$ cat src/rtl/baccarat_pkg.sv
// rtl/baccarat_pkg.sv - state encoding, rule constants and load decode for the baccarat controller
package baccarat_pkg;

    // Dealing/scoring states; encoding is fixed so a debug view is stable
    typedef enum logic [3:0] {
        Sa = 4'd0,  // idle after reset
        Sb = 4'd1,  // load player card 1
        Sc = 4'd2,  // load dealer card 1
        Sd = 4'd3,  // load player card 2
        Se = 4'd4,  // load dealer card 2, natural / player-draw decision
        Sf = 4'd5,  // load player card 3, banker-draw decision
        Sg = 4'd6,  // load dealer card 3
        Sh = 4'd7   // hand over, lights valid
    } state_t;

    // Lowest natural score (8 or 9 ends the hand immediately)
    localparam logic [3:0] NATURAL_LO   = 4'd8;
    // Player stands on this score or higher (6 or 7)
    localparam logic [3:0] PLAYER_STAND = 4'd6;

    // Load strobe vector for a state, ordered
    // {pcard1, dcard1, pcard2, dcard2, pcard3, dcard3}
    function automatic logic [5:0] load_decode(input state_t s);
        logic [5:0] v;
        v = 6'b000000;
        case (s)
            Sb:      v = 6'b100000;
            Sc:      v = 6'b010000;
            Sd:      v = 6'b001000;
            Se:      v = 6'b000100;
            Sf:      v = 6'b000010;
            Sg:      v = 6'b000001;
            default: v = 6'b000000;
        endcase
        return v;
    endfunction

endpackage

$ cat src/rtl/banker_draw_rule.sv
// rtl/banker_draw_rule.sv - banker third-card rule, combinational
//
// Ports:
//   dscore [3:0] in   banker score after two cards
//   pcard3 [3:0] in   value of the player's third card
//   draw         out  1 = banker takes a third card
module banker_draw_rule (
    input  logic [3:0] dscore,
    input  logic [3:0] pcard3,
    output logic       draw
);

    always_comb begin
        draw = 1'b0;
        case (dscore)
            4'd0, 4'd1, 4'd2: draw = 1'b1;
            4'd3:             draw = (pcard3 != 4'd8);
            4'd4:             draw = (pcard3 >= 4'd2) && (pcard3 <= 4'd7);
            4'd5:             draw = (pcard3 >= 4'd4) && (pcard3 <= 4'd7);
            4'd6:             draw = (pcard3 >= 4'd6) && (pcard3 <= 4'd7);
            // 7 and above, including out-of-range scores, always stand
            default:          draw = 1'b0;
        endcase
    end

endmodule

$ cat src/rtl/baccarat_statemachine.sv
// rtl/baccarat_statemachine.sv - baccarat dealing/scoring controller
//
// Sequences card loads for player and dealer, applies the natural,
// player-third-card and banker-third-card rules, and drives win lights.
//
// Ports:
//   slow_clock       in   clock, all state updates on posedge
//   resetb           in   synchronous reset, active high
//   dscore [3:0]     in   dealer hand score
//   pscore [3:0]     in   player hand score
//   pcard3 [3:0]     in   player's third card value
//   load_pcard1..3   out  player card load strobes
//   load_dcard1..3   out  dealer card load strobes
//   player_win_light out  player-wins LED
//   dealer_win_light out  dealer-wins LED
//   state_dbg [3:0]  out  present state (only with STATE_DEBUG_EN defined)
//
// Build option: STATE_DEBUG_EN
module baccarat_statemachine
    import baccarat_pkg::*;
(
    input  logic       slow_clock,
    input  logic       resetb,
    input  logic [3:0] dscore,
    input  logic [3:0] pscore,
    input  logic [3:0] pcard3,
    output logic       load_pcard1,
    output logic       load_pcard2,
    output logic       load_pcard3,
    output logic       load_dcard1,
    output logic       load_dcard2,
    output logic       load_dcard3,
    output logic       player_win_light,
`ifdef STATE_DEBUG_EN
    output logic       dealer_win_light,
    output logic [3:0] state_dbg
`else
    output logic       dealer_win_light
`endif
);

    state_t     present_state;
    state_t     next_state;
    logic [5:0] loads;
    logic       banker_draw;
    logic       natural;

    banker_draw_rule u_banker_draw_rule (
        .dscore (dscore),
        .pcard3 (pcard3),
        .draw   (banker_draw)
    );

    assign natural = ((pscore >= NATURAL_LO) && (pscore <= NATURAL_LO + 4'd1)) ||
                     ((dscore >= NATURAL_LO) && (dscore <= NATURAL_LO + 4'd1));

    always_comb begin
        next_state = present_state;
        case (present_state)
            Sa: next_state = Sb;
            Sb: next_state = Sc;
            Sc: next_state = Sd;
            Sd: next_state = Se;
            Se: begin
                if (natural)
                    next_state = Sh;
                else if (pscore < PLAYER_STAND)
                    next_state = Sf;
                else if (pscore <= PLAYER_STAND + 4'd1)
                    next_state = (dscore < PLAYER_STAND) ? Sg : Sh;
                else
                    // Invalid player score: hold and keep dcard2 loading
                    next_state = Se;
            end
            Sf:      next_state = banker_draw ? Sg : Sh;
            Sg:      next_state = Sh;
            Sh:      next_state = Sh;
            default: next_state = Sa;
        endcase
    end

    // Loads are registered from the next state so they stay a pure
    // function of present_state while coming straight off flops.
    always_ff @(posedge slow_clock) begin
        if (resetb) begin
            present_state <= Sa;
            loads         <= 6'b000000;
        end else begin
            present_state <= next_state;
            loads         <= load_decode(next_state);
        end
    end

    assign {load_pcard1, load_dcard1, load_pcard2,
            load_dcard2, load_pcard3, load_dcard3} = loads;

    // Lights follow score changes in Sh without waiting for a clock
    always_comb begin
        player_win_light = 1'b0;
        dealer_win_light = 1'b0;
        if (present_state == Sh) begin
            player_win_light = (pscore >= dscore);
            dealer_win_light = (dscore >= pscore);
        end
    end

`ifdef STATE_DEBUG_EN
    assign state_dbg = present_state;
`endif

endmodule

$ cat config.mk
export PLATFORM = sky130hd
export DESIGN_NAME = baccarat_statemachine
export DESIGN_NICKNAME = d
export VERILOG_FILES = /design/src/rtl/baccarat_pkg.sv /design/src/rtl/banker_draw_rule.sv /design/src/rtl/baccarat_statemachine.sv
export SDC_FILE = /design/constraint.sdc
export NUM_CORES = 1
export LEC_CHECK = 0
export ABC_AREA = 1
export ABC_CLOCK_PERIOD_IN_PS = 1050
export BUFFER_PORTS_ARGS = -buffer_cell sky130_fd_sc_hd__buf_2
export CORE_MARGIN = 2
export CORE_UTILIZATION = 41
export CTS_CLUSTER_DIAMETER = 60
export DETAILED_ROUTE_END_ITERATION = 10
export GPL_ROUTABILITY_DRIVEN = 0
export PLACE_DENSITY = 0.7
export SETUP_SLACK_MARGIN = 0.4
export SYNTH_ARGS = -nofsm -noshare
export SYNTH_HDL_FRONTEND = slang
export SYNTH_SLANG_ARGS = --single-unit
$ cat constraint.sdc
create_clock -name slow_clock -period 1.05 [get_ports slow_clock]
set_input_delay 0.105 -clock slow_clock [delete_from_list [all_inputs] [get_ports slow_clock]]
set_output_delay 0.105 -clock slow_clock [all_outputs]
set_load 0.05 [all_outputs]
==> flow_summary.ini <==
[run_status]
status = complete, but fails checks
violations = setup timing

[cts]
htree_num_levels = 1
holdBufCountCts = 0
cts_root_buf = clkbuf_4
cts.clk_slew.worst_paths_ps = 60
clk_path_buf_depth = 2
cts_tree = done
cts_sinks = 9
cts_buffers = 3
clock_latency_ps = 270

[floorplan]
ios = 22
start_util = 0.4352
core-area_mm2 = 0.001285
die_w_um = 40.94
die_y_um = 40.94
row_count = 13
dieArea_mm2 = 0.001676

[final_layout]
final_nets = 145
diodes = 0
design_area_mm2 = 0.001097
syn_to_final_growth_pct = 96.20
layout-drive-gt1-share = 0.6429
final_cells = 141

[worst_setup_path]
worst-setup-path-type = reg2out
worstPathArrival_ps = 1200
path_max_fanout = 2
worstSetupStartpointType = register
crit_chain = nand2_1 > nor2_2 > a21boi_4 > buf_6
cp.required_ps = 940
cp_slowest_cell = dfxtp_2
cp-end-kind = primary output
cp_top_family = flip-flops
slowest_delay_ps = 340
path_buf_inv = 1

[logic_synthesis]
synth.most_common_cell = nand2_1
ys_top_cells_by_count = nand2_1, inv_1, dfxtp_1
seq_area_frac_synth = 0.3221
synth.net_count = 100
yosys-top-cells-area = dfxtp_1, nand2_1, inv_1
synth_ff_type = dfxtp_1
synth_edf_count = 0
yosysWarningCount = 0
synth_area_um2 = 559.3
ys_async_sr_fraction = 0
synth.largest_area_cell = dfxtp_1
syn_inst = 82
synth_cell_types = 19
ys_ff_latch = 9
avgSynthCellArea_um2 = 6.821
synth.top_cell.area_share = 0.3221

[worst_hold_path]
min_path_type = in2reg

[pwr]
intPower_mw = 0.8035
p_leak_nw = 0.5499
p_seq_frac = 0.319
powerDensity_mw_per_mm2 = 1152
switchingPower_mw = 0.4600
swShare = 0.3641
pwr-share-comb = 0.467
power_mw = 1.264
clockPowerShare = 0.214
peakVddDrop_mv = 0.7517

[detailed_routing]
dr.pass1.iters = 5
wirelength_um = 1760
ant_nets = 0
num_vias = 679
vias_per_cell = 4.816
wl_per_cell_um = 12.48
drc = 0
first_iter_violations = 11

[timing]
slew_headroom = 0.8376
hold_violations = 0
whs_ps = 155.7
post-route-period-util = 1.243
timing.final.max_slew_violations = 0
clock_skew_ps = 1.167
rsz0062_at_grt = true
layout_setup_ws_ps = -255.5
fmax_mhz = 766.0
setup_viol = 7
period_minus_slack_ps = 1305
tightestPinTransition_ps = 243.6

[grt]
track_usage = 0.2215
gr-total-overflow = 0
grt_pass1_vias = 623
antenna_found_initial = 0
grt_max_degree = 7
grt_pass1_wl_um = 2380

[placement]
place_inst = 132
placed_cell_area_um2 = 843.3
place_ws_ps = -431.7
place.port_buffers = 21
dp_hpwl_um = 1113

[flow_run]
max_cap_viol_count = 0
power by group through the flow:
stage / clock (mW) / combinational, mW / sequential (mW)
after detailed placement: 0 / 0.400 / 0.401
final: 0.271 / 0.590 / 0.403
after global placement: 0 / 0.388 / 0.401
after CTS: 0.273 / 0.500 / 0.398
after floorplan: 0 / 0.197 / 0.461
after global routing: 0.302 / 0.632 / 0.405
metrics by stage:
step / util / setup TNS, ps
3_5_place_dp: 0.6563 / -934.3
4_1_cts: 0.8033 / -877.9
5_1_grt: 0.8539 / -1637
3_3_place_gp: 0.6563 / -815.1
6_report: 0.8539 / -1153
2_1_floorplan: - / -207.3
registers in the layout, summed over array words and instances, names as in the netlist:
name           cells
loads              6
present_state      3
cells in the final DEF, fill, tap and decap left out, types with 4 or more instances in the layout:
| master | netlist | final |
|---|---|---|
| nor2_1 | 7 | 6 |
| dfxtp_2 | 0 | 9 |
| buf_4 | 0 | 12 |
| buf_2 | 0 | 11 |
| nand3_1 | 6 | 4 |
| inv_1 | 15 | 9 |
| nand2_2 | 3 | 5 |
| buf_8 | 0 | 7 |
| buf_6 | 0 | 9 |
| nand2_1 | 17 | 14 |
logic make-up (layout without fill, tap and decap cells):
group           after synthesis  after routing  share of synthesized area
compound gates               10             10                     0.1052
fa+ha+maj                     4              4                    0.08949
buf+inv                      17             61                     0.1141
flops                         9              9                     0.3221
simple gates                 42             42                     0.3691
per-layer routing:
metal  vias up  wire length [um]  track usage
met5         -                 0            0
li1        349                 -            -
met1       311               719       0.2419
met4         0                17      0.05000
met3         2                61      0.08152
met2        17               962       0.3984
worst paths after layout:
check                                   start                          end  slack [ps]  cells past startpoint
setup / recovery  present_state[1]$_SDFF_PP0_             player_win_light        -260                      4
hold / removal                         resetb  present_state[0]$_SDFF_PP0_         160                      2
setup reg to reg  present_state[1]$_SDFF_PP0_          loads[0]$_SDFF_PP0_        -160                      8
hold reg to reg   present_state[2]$_SDFF_PP0_          loads[5]$_SDFF_PP0_         520                      2
what timing repair did:
| item | 4_1_cts | 5_1_grt |
|---|---|---|
| buffers inserted | 3 | 2 |
| endpoints found under the hold margin | 0 | 0 |
| setup endpoints to repair | 17 | 17 |
| gates resized for setup | 40 | 15 |
| pin swaps | 12 | 11 |
final cells by class:
type | count | area (um2)
Multi-Input combinational cell | 56 | 401.6
Inverter | 17 | 87.58
Clock buffer | 4 | 26.28
Timing Repair Buffer | 40 | 371.6
Fill cell | 74 | 187.7
Tap cell | 15 | 18.77
Sequential cell | 9 | 191.4
Note: power is estimated with default switching activity, not from simulation.
